<file path="src/rtl/traffic_pkg.sv">
// Shared types and pure helpers for the adaptive phase controller.
// These cover the state/lamp encodings, green sizing and the round-robin phase search.
package traffic_pkg;

  typedef enum logic [2:0] {
    ST_INIT,
    ST_GREEN,
    ST_YELLOW,
    ST_ALL_RED,
    ST_PED_WALK,
    ST_EMERG_GREEN
  } state_t;

  typedef enum logic [1:0] {
    LAMP_RED,
    LAMP_YELLOW,
    LAMP_GREEN
  } lamp_t;

  localparam int unsigned MAX_PHASES = 32;

  function automatic lamp_t lamp_of(state_t s);
    case (s)
      ST_GREEN, ST_EMERG_GREEN: lamp_of = LAMP_GREEN;
      ST_YELLOW:                lamp_of = LAMP_YELLOW;
      default:                  lamp_of = LAMP_RED;
    endcase
  endfunction

  // Evaluated at 32 bits so the sum cannot wrap before it is clamped.
  function automatic int unsigned sat_green(int unsigned cnt, int unsigned min_g,
                                            int unsigned step, int unsigned max_g);
    int unsigned d;
    d = min_g + cnt * step;
    return (d > max_g) ? max_g : d;
  endfunction

  // First phase after cur (mod n) whose bit is set in busy; cur+1 when none is busy.
  function automatic int unsigned next_phase(int unsigned cur, logic [MAX_PHASES-1:0] busy,
                                             int unsigned n);
    int unsigned p;
    logic        found;
    found      = 1'b0;
    next_phase = (cur + 1 >= n) ? 0 : cur + 1;
    for (int unsigned k = 1; k <= MAX_PHASES; k++) begin
      p = cur + k;
      if (p >= n) p = p - n;
      if (!found && k <= n && busy[p[4:0]]) begin
        next_phase = p;
        found      = 1'b1;
      end
    end
  endfunction

  function automatic int unsigned lowest_set(logic [MAX_PHASES-1:0] v);
    lowest_set = 0;
    for (int i = MAX_PHASES - 1; i >= 0; i--) begin
      if (v[i]) lowest_set = 32'(i);
    end
  endfunction

endpackage

</file>
<file path="src/rtl/phase_timer.sv">
// Per-state duration counter: loads on state entry, counts seconds down to 0.
// done fires on the tick that consumes the last second; a count of 0 stays frozen.
module phase_timer #(
  parameter int TIME_W = 6
) (
  input  logic              clk,
  input  logic              rst,
  input  logic              load,
  input  logic [TIME_W-1:0] load_val,
  input  logic              tick,
  output logic [TIME_W-1:0] count,
  output logic              done
);

  always_ff @(posedge clk) begin
    if (rst) begin
      count <= '0;
    end else if (load) begin
      count <= load_val;
    end else if (tick && count != '0) begin
      count <= count - TIME_W'(1);
    end
  end

  assign done = tick && (count == TIME_W'(1));

endmodule

</file>
<file path="src/rtl/adaptive_phase_controller.sv">
// N-phase demand-adaptive intersection controller with latched ped walk and emergency pre-emption.
// Lamps are registered from the next state so they change on the same edge as the FSM.
module adaptive_phase_controller
  import traffic_pkg::*;
#(
  parameter int NUM_PHASES   = 4,
  parameter int CNT_W        = 3,
  parameter int TIME_W       = 6,
  parameter int MIN_GREEN    = 5,
  parameter int GREEN_STEP   = 2,
  parameter int MAX_GREEN    = 30,
  parameter int YELLOW_TIME  = 3,
  parameter int ALL_RED_TIME = 1,
  parameter int PED_TIME     = 10
) (
  input  logic                          clk,
  input  logic                          rst,
  input  logic                          sec_tick,
  input  logic [NUM_PHASES*CNT_W-1:0]   demand,
  input  logic                          ped_req,
  input  logic [NUM_PHASES-1:0]         emerg,
  output logic [NUM_PHASES-1:0]         green,
  output logic [NUM_PHASES-1:0]         yellow,
  output logic [NUM_PHASES-1:0]         red,
  output logic                          ped_walk,
  output logic [$clog2(NUM_PHASES)-1:0] cur_phase,
  output logic [TIME_W-1:0]             remaining,
  output state_t                        state_dbg
);

  localparam int PH_W = $clog2(NUM_PHASES);

  // Handshake-free block: every input is sampled on each clk edge; sec_tick qualifies timing only.
  state_t              state, state_n;
  logic [PH_W-1:0]     cur_n, pick, tgt, e_idx;
  logic [CNT_W-1:0]    tgt_cnt;
  logic [TIME_W-1:0]   green_dur, load_val;
  logic [NUM_PHASES-1:0] busy, lamp_mask;
  logic                e_any, load, done;
  logic                ped_pending, after_walk, fresh;
  logic                ped_clr, ped_set, walk_exit, served;

  always_comb begin
    busy = '0;
    for (int i = 0; i < NUM_PHASES; i++) begin
      busy[i] = |demand[i*CNT_W +: CNT_W];
    end
  end

  assign e_any     = |emerg;
  assign e_idx     = PH_W'(lowest_set(32'(emerg)));
  assign pick      = PH_W'(next_phase(32'(cur_phase), 32'(busy), NUM_PHASES));
  // The first green after reset is phase 0 regardless of where the search would land.
  assign tgt       = fresh ? '0 : pick;
  assign tgt_cnt   = demand[tgt*CNT_W +: CNT_W];
  assign green_dur = TIME_W'(sat_green(32'(tgt_cnt), MIN_GREEN, GREEN_STEP, MAX_GREEN));

  always_comb begin
    state_n   = state;
    cur_n     = cur_phase;
    load      = 1'b0;
    load_val  = '0;
    ped_clr   = 1'b0;
    ped_set   = 1'b0;
    walk_exit = 1'b0;
    served    = 1'b0;
    case (state)
      ST_INIT: begin
        state_n  = ST_ALL_RED;
        load     = 1'b1;
        load_val = TIME_W'(ALL_RED_TIME);
      end
      ST_GREEN: begin
        if (e_any && e_idx == cur_phase) begin
          state_n = ST_EMERG_GREEN;
          load    = 1'b1;
        end else if (e_any || done) begin
          state_n  = ST_YELLOW;
          load     = 1'b1;
          load_val = TIME_W'(YELLOW_TIME);
        end
      end
      ST_YELLOW: begin
        if (done) begin
          state_n  = ST_ALL_RED;
          load     = 1'b1;
          load_val = TIME_W'(ALL_RED_TIME);
        end
      end
      ST_ALL_RED: begin
        if (done) begin
          load = 1'b1;
          if (e_any) begin
            state_n = ST_EMERG_GREEN;
            cur_n   = e_idx;
            served  = 1'b1;
          end else if (ped_pending && !after_walk && !fresh && tgt <= cur_phase) begin
            state_n  = ST_PED_WALK;
            load_val = TIME_W'(PED_TIME);
            ped_clr  = 1'b1;
          end else begin
            state_n  = ST_GREEN;
            cur_n    = tgt;
            load_val = green_dur;
            served   = 1'b1;
          end
        end
      end
      ST_PED_WALK: begin
        // An aborted walk is re-queued so it is served on a later wrap.
        if (e_any || done) begin
          state_n   = ST_ALL_RED;
          load      = 1'b1;
          load_val  = TIME_W'(ALL_RED_TIME);
          walk_exit = 1'b1;
          ped_set   = e_any;
        end
      end
      ST_EMERG_GREEN: begin
        if (!emerg[cur_phase]) begin
          state_n  = ST_YELLOW;
          load     = 1'b1;
          load_val = TIME_W'(YELLOW_TIME);
        end
      end
      default: state_n = ST_INIT;
    endcase
  end

  assign lamp_mask = {{(NUM_PHASES-1){1'b0}}, 1'b1} << cur_n;

  always_ff @(posedge clk) begin
    if (rst) begin
      state       <= ST_INIT;
      cur_phase   <= '0;
      ped_pending <= 1'b0;
      after_walk  <= 1'b0;
      fresh       <= 1'b1;
      green       <= '0;
      yellow      <= '0;
      red         <= '1;
      ped_walk    <= 1'b0;
    end else begin
      state     <= state_n;
      cur_phase <= cur_n;
      if (ped_clr) ped_pending <= 1'b0;
      else if (ped_set || ped_req) ped_pending <= 1'b1;
      if (served) after_walk <= 1'b0;
      else if (walk_exit) after_walk <= 1'b1;
      if (served) fresh <= 1'b0;
      green    <= (lamp_of(state_n) == LAMP_GREEN)  ? lamp_mask : '0;
      yellow   <= (lamp_of(state_n) == LAMP_YELLOW) ? lamp_mask : '0;
      red      <= (lamp_of(state_n) == LAMP_RED)    ? '1 : ~lamp_mask;
      ped_walk <= (state_n == ST_PED_WALK);
    end
  end

  phase_timer #(.TIME_W(TIME_W)) u_timer (
    .clk      (clk),
    .rst      (rst),
    .load     (load),
    .load_val (load_val),
    .tick     (sec_tick),
    .count    (remaining),
    .done     (done)
  );

  assign state_dbg = state;

  lamp_invariant: assert property (@(posedge clk) disable iff (rst)
    $onehot0({green, yellow}) && !((|green) && ped_walk));

endmodule

</file>
<file path="config.mk">
export PLATFORM = sky130hd
export DESIGN_NAME = adaptive_phase_controller
export DESIGN_NICKNAME = d
export VERILOG_FILES = /design/src/rtl/traffic_pkg.sv /design/src/rtl/phase_timer.sv /design/src/rtl/adaptive_phase_controller.sv
export SDC_FILE = /design/constraint.sdc
export NUM_CORES = 1
export LEC_CHECK = 0
export ABC_AREA = 1
export CORE_AREA = 2 2 64 66
export CTS_CLUSTER_DIAMETER = 30
export DETAILED_ROUTE_END_ITERATION = 8
export DIE_AREA = 0 0 66 68
export PLACE_DENSITY = 0.89
export RECOVER_POWER = 50
export SYNTH_ARGS = -nofsm -noshare
export SYNTH_HDL_FRONTEND = slang
export SYNTH_HIERARCHICAL = 1
export SYNTH_SLANG_ARGS = --single-unit
</file>
<file path="constraint.sdc">
create_clock -name clk -period 6.1 [get_ports clk]
set_input_delay 0.61 -clock clk [delete_from_list [all_inputs] [get_ports clk]]
set_output_delay 0.61 -clock clk [all_outputs]
set_load 0.005 [all_outputs]
</file>
==> impl_metrics.yaml, run 1 <==
run_status:
  status: "complete, no violations"
timing:
  slew_headroom_pct: 58.1
  clock.fmax_mhz: 250
  slew_violations: 0
  tightest_slew_ns: 0.627
  finalHoldViolations: 0
  hold-worst-slack_ns: 0.547
  finalCritPeriodShare_pct: 65.6
  fin_crit_ns: 4.00
  setup_viol: 0
  rsz0062_at_grt: "false"
  tns_ns: 0
  skew_ns: 0.00325
routing:
  wl_per_cell_um: 11.6
  via_per_inst: 5.15
  drt_wl_total_mm: 4.77
  route.vias.total: 2112
  drc_errors: 0
  first_pass_iters: 5
  drtAntennaViolNets: 0
  drtIter0Drc: 107
run:
  maxCapViolCount: 0
clock_network:
  clock-sinks: 27
  cts_buffer_depth: 2
  post-cts-setup-buffers: 0
  cts_resized: 0
  cts_buffers: 3
  clock_latency_ns: 0.28
  hold_buffers: 0
  cts_root_buf: "clkbuf_8"
  cts_tree: "yes"
  cts.clk_slew.worst_paths_ns: 0.10
  cts_htree_levels: 1
logic_synthesis:
  yosysMostFrequentCell: "nand2_1"
  avgSynthCellArea_sq_um: 6.39
  synth_top_area_share_pct: 26.8
  ys_top_cells_by_area: "dfxtp_1 (27%), nand2_1 (15%), nor2_1 (8.9%), nand3_1 (8.2%), inv_1 (7.3%)"
  yosys.area.top_type: "dfxtp_1"
  synth_seq_area_share_pct: 26.8
  synth_top_family_by_area: "simple AND/OR/NAND/NOR gates"
  synth_adder_area_share_pct: 6.20
  yosysWarnings: 6
  syn_area_sq_um: 2020
  async_flop_share_pct: 0
  synth-compound-area-share_pct: 10.3
  synth_cells: 316
  yosysUniqueCellTypes: 33
  synth_edf_count: 0
  ys_ff_latch: 27
  synthMuxAreaShare_pct: 0
  synthXorXnorAreaFrac_pct: 0.868
  syn_nets: 346
  synthFlopType: "dfxtp_1"
  synth-simple-area-share_pct: 46.3
  synthTopCellsByCount: "nand2_1 (81), nor2_1 (48), inv_1 (39)"
placement:
  dp_hpwl_mm: 3.80
  placed_cells: 406
  gp_congestion: 0.888
  io_buffers: 43
  placed_area_sq_um: 2490
floorplanning:
  die_area_sq_um: 4490
  die_w_um: 66
  placementRows: 23
  io-pin-count: 44
  die_h_um: 68
  placeableCoreArea_sq_um: 3860
  start_util_pct: 52.3
global_routing:
  grt_pass1_wl_mm: 8.15
  track_usage_pct: 22.8
  grt_max_degree: 18
  grt-ovfl-total: 0
  grt_pass1_vias: 1938
  antenna_found_initial: 0
power_and_ir_drop:
  p_int_w: 0.000392
  powerDensity_nw_per_um2: 265
  p_switching_w: 0.000281
  ir_worst_vdd_uv: 249
  total_power_w: 0.000673
  p_leak_nw: 1.27
  clkPwrFrac_pct: 16.0
  combPwrFrac_pct: 49.1
  p_sw_share_pct: 41.8
  seqPwrFrac_pct: 34.9
worst_setup_path:
  r2r_setup_slack_ns: 2.10
  critPathMaxFanout: 15
  setup.worst_path.end: "red[3]$_SDFF_PP1_"
  crit_path_end_kind: "flop"
  critical_path.startpoint: "cur_phase[0]$_SDFF_PP0_"
  worst_r2r_endpoint: "red[3]$_SDFF_PP1_"
  start_kind: "flop"
  r2r-start: "cur_phase[0]$_SDFF_PP0_"
  rr_worst_depth: 27
  worst-setup-path-type: "flop to flop"
  arrival_ns: 4.16
  worst-endpoint-required_ns: 6.26
finish:
  drive_gt1_share_pct: 8.61
  finalInstanceArea_sq_um: 2540
  stdcell_count: 410
  nNetsFinal: 391
  antenna_cells: 0
  syn_to_final_growth_pct: 25.7
hold_path:
  hold_path_class: "flop to flop"
==> kinds of logic after synthesis <==
logic type               Yosys count
AO/OA/AOI/OAI                     34
XOR/XNOR                           2
adder cells (fa/ha/maj)           10
buffers and inverters             47
flip-flops                        27
other                              1
AND/OR/NAND/NOR                  195
==> per-stage QoR <==
stage / setup WS [ns] / util [%]
3_5_place_dp: 2.17 / 64.5
6_report: 2.10 / 65.8
3_3_place_gp: 2.29 / 64.5
5_1_grt: 1.50 / 65.8
4_1_cts: 2.14 / 65.8
2_1_floorplan: 2.80 / -
==> power by group through the flow <==
stage / Clock, W / Combinational, W / Sequential (W)
2_1_floorplan: 0 / 0.000229 / 0.000238
4_1_cts: 0.000110 / 0.000341 / 0.000236
6_report: 0.000108 / 0.000330 / 0.000235
5_1_grt: 0.000118 / 0.000376 / 0.000241
3_5_place_dp: 0 / 0.000338 / 0.000240
3_3_place_gp: 0 / 0.000328 / 0.000240
==> final cells by class <==
class / instances / area [sq um]
well taps: 50 / 62.6
clock inverters: 1 / 8.76
multi-input cells: 242 / 1290
clock buffers: 3 / 41.3
flip-flops and latches: 27 / 541
inverters: 44 / 165
fillers: 351 / 1320
repair buffers: 43 / 430
==> how the worst min path moves through the flow <==
stage                                              from                            end  cells after the start
after floorplan                ped_pending$_SDFFE_PP0P_       ped_pending$_SDFFE_PP0P_                      2
after global placement          after_walk$_SDFFE_PP0P_        after_walk$_SDFFE_PP0P_                      2
after detailed placement        after_walk$_SDFFE_PP0P_        after_walk$_SDFFE_PP0P_                      2
after CTS                       after_walk$_SDFFE_PP0P_        after_walk$_SDFFE_PP0P_                      2
after global routing            after_walk$_SDFFE_PP0P_        after_walk$_SDFFE_PP0P_                      2
final                     u_timer/count[4]$_SDFFE_PP0P_  u_timer/count[4]$_SDFFE_PP0P_                      2
==> registers in the layout, summed over array words and instances (netlist names) <==
name,flops
green,4
after_walk,1
fresh,1
state_dbg,3
yellow,4
u_timer/count,6
red,4
cur_phase,2
ped_walk,1
ped_pending,1
==> routing by layer <==
layer,routed length [um],share of wire [%],up-vias,track usage (%)
met3,268,5.6,2,3.78
li1,-,-,1101,-
met1,2150,45,940,28.9
met4,12,0.25,0,3.57
met2,2340,49,69,41.8
met5,0,0,-,0
==> cell usage in the layout (no fill, tap or decap), types with 2 or more instances in the layout <==
master	count
nand3_2	7
inv_1	39
a21oi_1	14
nor3_2	2
nand2_1	81
ha_1	10
a211oi_1	2
dlygate4sd3_1	25
clkbuf_8	3
nor3_1	7
nand2_2	2
o21ai_0	13
dfxtp_1	27
nand4_1	3
nand3b_1	2
nand3_1	33
clkdlybuf4s50_1	18
nand2_4	4
xor2_1	2
inv_2	5
nor2_1	48
==> worst max-delay path, stage by stage, from the launching register on <==
cell and delay, ns:
dfxtp_1 0.73, inv_2 0.19, ha_1 0.39, inv_1 0.11, nand2_1 0.12, nand2_1 0.07, nor2_1 0.15, nand3_1 0.11
nand2_1 0.07, inv_1 0.04, nand2_1 0.06, nand2_1 0.10, inv_1 0.13, ha_1 0.26, inv_1 0.06, nor2_1 0.03
o21ai_0 0.14, nand2_1 0.11, nor2_1 0.14, inv_1 0.07, o21ai_0 0.14, nand2_1 0.06, inv_1 0.07, nand2_1 0.06
nor2_1 0.11, nand2_1 0.12, nand2_1 0.15, nand4_1 0.09
Power figures use the tool's default switching activity.
==> run 2: changes to the inputs <==
--- a/config.mk
+++ b/config.mk
@@ -6,11 +6,11 @@
 export NUM_CORES = 1
 export LEC_CHECK = 0
 export ABC_AREA = 1
-export CORE_AREA = 2 2 64 66
+export CORE_AREA = 2 2 66 68
 export CTS_CLUSTER_DIAMETER = 30
 export DETAILED_ROUTE_END_ITERATION = 8
-export DIE_AREA = 0 0 66 68
-export PLACE_DENSITY = 0.89
+export DIE_AREA = 0 0 68 70
+export PLACE_DENSITY = 0.84
 export RECOVER_POWER = 50
 export SYNTH_ARGS = -nofsm -noshare
 export SYNTH_HDL_FRONTEND = slang
==> constraint.sdc (replaced) <==
create_clock -name clk -period 4 [get_ports clk]
set_input_delay 0.4 -clock clk [delete_from_list [all_inputs] [get_ports clk]]
set_output_delay 0.4 -clock clk [all_outputs]
set_load 0.005 [all_outputs]
==> impl_metrics.yaml, run 2 (synthesized netlist as in run 1, its figures left out) <==
run_status:
  status: "complete, no violations"
routing:
  first_pass_iters: 4
  wl_per_cell_um: 12.0
  via_per_inst: 5.08
  route.vias.total: 2104
  drc_errors: 0
  drtAntennaViolNets: 0
  drtIter0Drc: 156
  drt_wl_total_mm: 4.96
placement:
  gp_congestion: 0.892
  place_ws_ns: 0.337
  placed_cells: 410
  io_buffers: 43
  placed_area_sq_um: 2500
  dp_hpwl_mm: 3.90
timing:
  slew_violations: 0
  fin_crit_ns: 3.47
  setup_viol: 0
  finalCritPeriodShare_pct: 86.7
  rsz0062_at_grt: "false"
  tns_ns: 0
  clock.fmax_mhz: 288
  finalHoldViolations: 0
  fin_ws_ns: 0.532
  skew_ns: 0.00418
clock_network:
  cts_htree_levels: 1
  clock-sinks: 27
  cts.clk_slew.worst_paths_ns: 0.09
  cts_resized: 0
  post-cts-setup-buffers: 0
  cts_tree: "yes"
  cts_buffer_depth: 2
  cts_root_buf: "clkbuf_8"
  clock_latency_ns: 0.28
  cts_buffers: 3
  hold_buffers: 0
global_routing:
  grt-ovfl-total: 0
  antenna_found_initial: 0
  grt_pass1_vias: 2018
  track_usage_pct: 21.5
  grt_max_degree: 15
  grt_pass1_wl_mm: 8.18
power_and_ir_drop:
  p_leak_nw: 1.27
  total_power_w: 0.00102
  ir_worst_vdd_uv: 252
  powerDensity_nw_per_um2: 399
finish:
  finalInstanceArea_sq_um: 2550
  top_register: "u_timer/count"
  antenna_cells: 0
  final_cell_mix: "nand2_1 (81), nor2_1 (48), inv_1 (39), nand3_1 (33), dfxtp_1 (26)"
  drive_gt1_share_pct: 9.12
  stdcell_count: 414
  final_common_cell: "nand2_1"
  syn_to_final_growth_pct: 26.5
  largest_register_ffs: 6
  fill_cells: 410
  nNetsFinal: 393
floorplanning:
  die_area_sq_um: 4760
  start_util_pct: 48.7
  placementRows: 24
  die_h_um: 70
  die_w_um: 68
  io-pin-count: 44
  placeableCoreArea_sq_um: 4140
worst_setup_path:
  rr_worst_depth: 26
  r2r-start: "cur_phase[1]$_SDFF_PP0_"
  r2r_setup_slack_ns: 0.53
  arrival_ns: 3.62
  worst-setup-path-type: "flop to flop"
  crit_path_end_kind: "flop"
  start_kind: "flop"
  critPathMaxFanout: 11
  worst-endpoint-required_ns: 4.15
  worst_r2r_endpoint: "red[3]$_SDFF_PP1_"
hold_path:
  hold_path_class: "flop to flop"
  hp-start: "after_walk$_SDFFE_PP0P_"
  hold_depth: 2
  hold_path_end: "after_walk$_SDFFE_PP0P_"
run:
  maxCapViolCount: 0
## run 2: cell count changes in the layout (fill, tap and decap cells not counted), sizes merged
cell,change
buf,+2
inv,-1
clkdlybuf4s50,+2
clkbuf,+1
dlygate4sd3,-2
## run 2: layout make-up
| class | count | area [sq um] | share of cell area, % |
|---|---|---|---|
| clock buffer | 4 | 45.0 | 1.76 |
| inverter | 44 | 165 | 6.47 |
| multi-input combinational | 242 | 1290 | 50.5 |
| sequential | 27 | 544 | 21.3 |
| tap | 52 | 65.1 | 2.55 |
| timing repair buffer | 45 | 445 | 17.4 |
## run 2: where the power goes
| group | switching (W) | internal (W) |
|---|---|---|
| logic | 0.000292 | 0.000212 |
| registers | 0.0000445 | 0.000313 |
| clock network | 0.0000853 | 0.0000715 |
| total | 0.000422 | 0.000597 |
## run 2: how the worst max path moves through the flow
stage | end | cells past startpoint | start
6_report | red[3]$_SDFF_PP1_ | 26 | cur_phase[1]$_SDFF_PP0_
5_1_grt | red[0]$_SDFF_PP1_ | 27 | cur_phase[1]$_SDFF_PP0_
4_1_cts | red[1]$_SDFF_PP1_ | 27 | cur_phase[1]$_SDFF_PP0_
3_5_place_dp | red[3]$_SDFF_PP1_ | 27 | demand[3]
3_3_place_gp | red[3]$_SDFF_PP1_ | 27 | demand[4]
2_1_floorplan | red[3]$_SDFF_PP1_ | 28 | cur_phase[1]$_SDFF_PP0_
## run 2: routing by layer
layer / global-route usage [%] / part of all wire [%] / up-vias
met4: 6.00 / 1.0 / 0
met3: 3.22 / 6.7 / 6
met2: 36.0 / 48 / 61
met5: 0 / 0 / -
li1: - / - / 1098
met1: 28.3 / 45 / 939
## run 2: critical path: stages (launching register included)
cell and delay, ns:
dfxtp_4 0.43, inv_1 0.07, ha_1 0.35, inv_1 0.12
nand2_1 0.11, nand2_1 0.05, nor2_1 0.15, nand2_1 0.10
nand3_1 0.08, nand2_1 0.07, nand2_1 0.11, inv_1 0.09
ha_1 0.29, inv_1 0.06, nor2_1 0.03, o21ai_0 0.13
nand2_1 0.11, nor2_1 0.13, inv_1 0.07, o21ai_0 0.14
nand2_1 0.06, inv_1 0.07, nand2_1 0.06, nor2_1 0.10
nand2_1 0.11, nand2_1 0.14, nand4_1 0.09
## run 2: metrics by stage
stage                     utilization (%)  hold WS [ns]
after global placement               60.4         0.513
after floorplan                         -         0.469
after detailed placement             60.4         0.519
final                                61.6         0.546
after CTS                            61.5         0.545
after global routing                 61.6         0.579
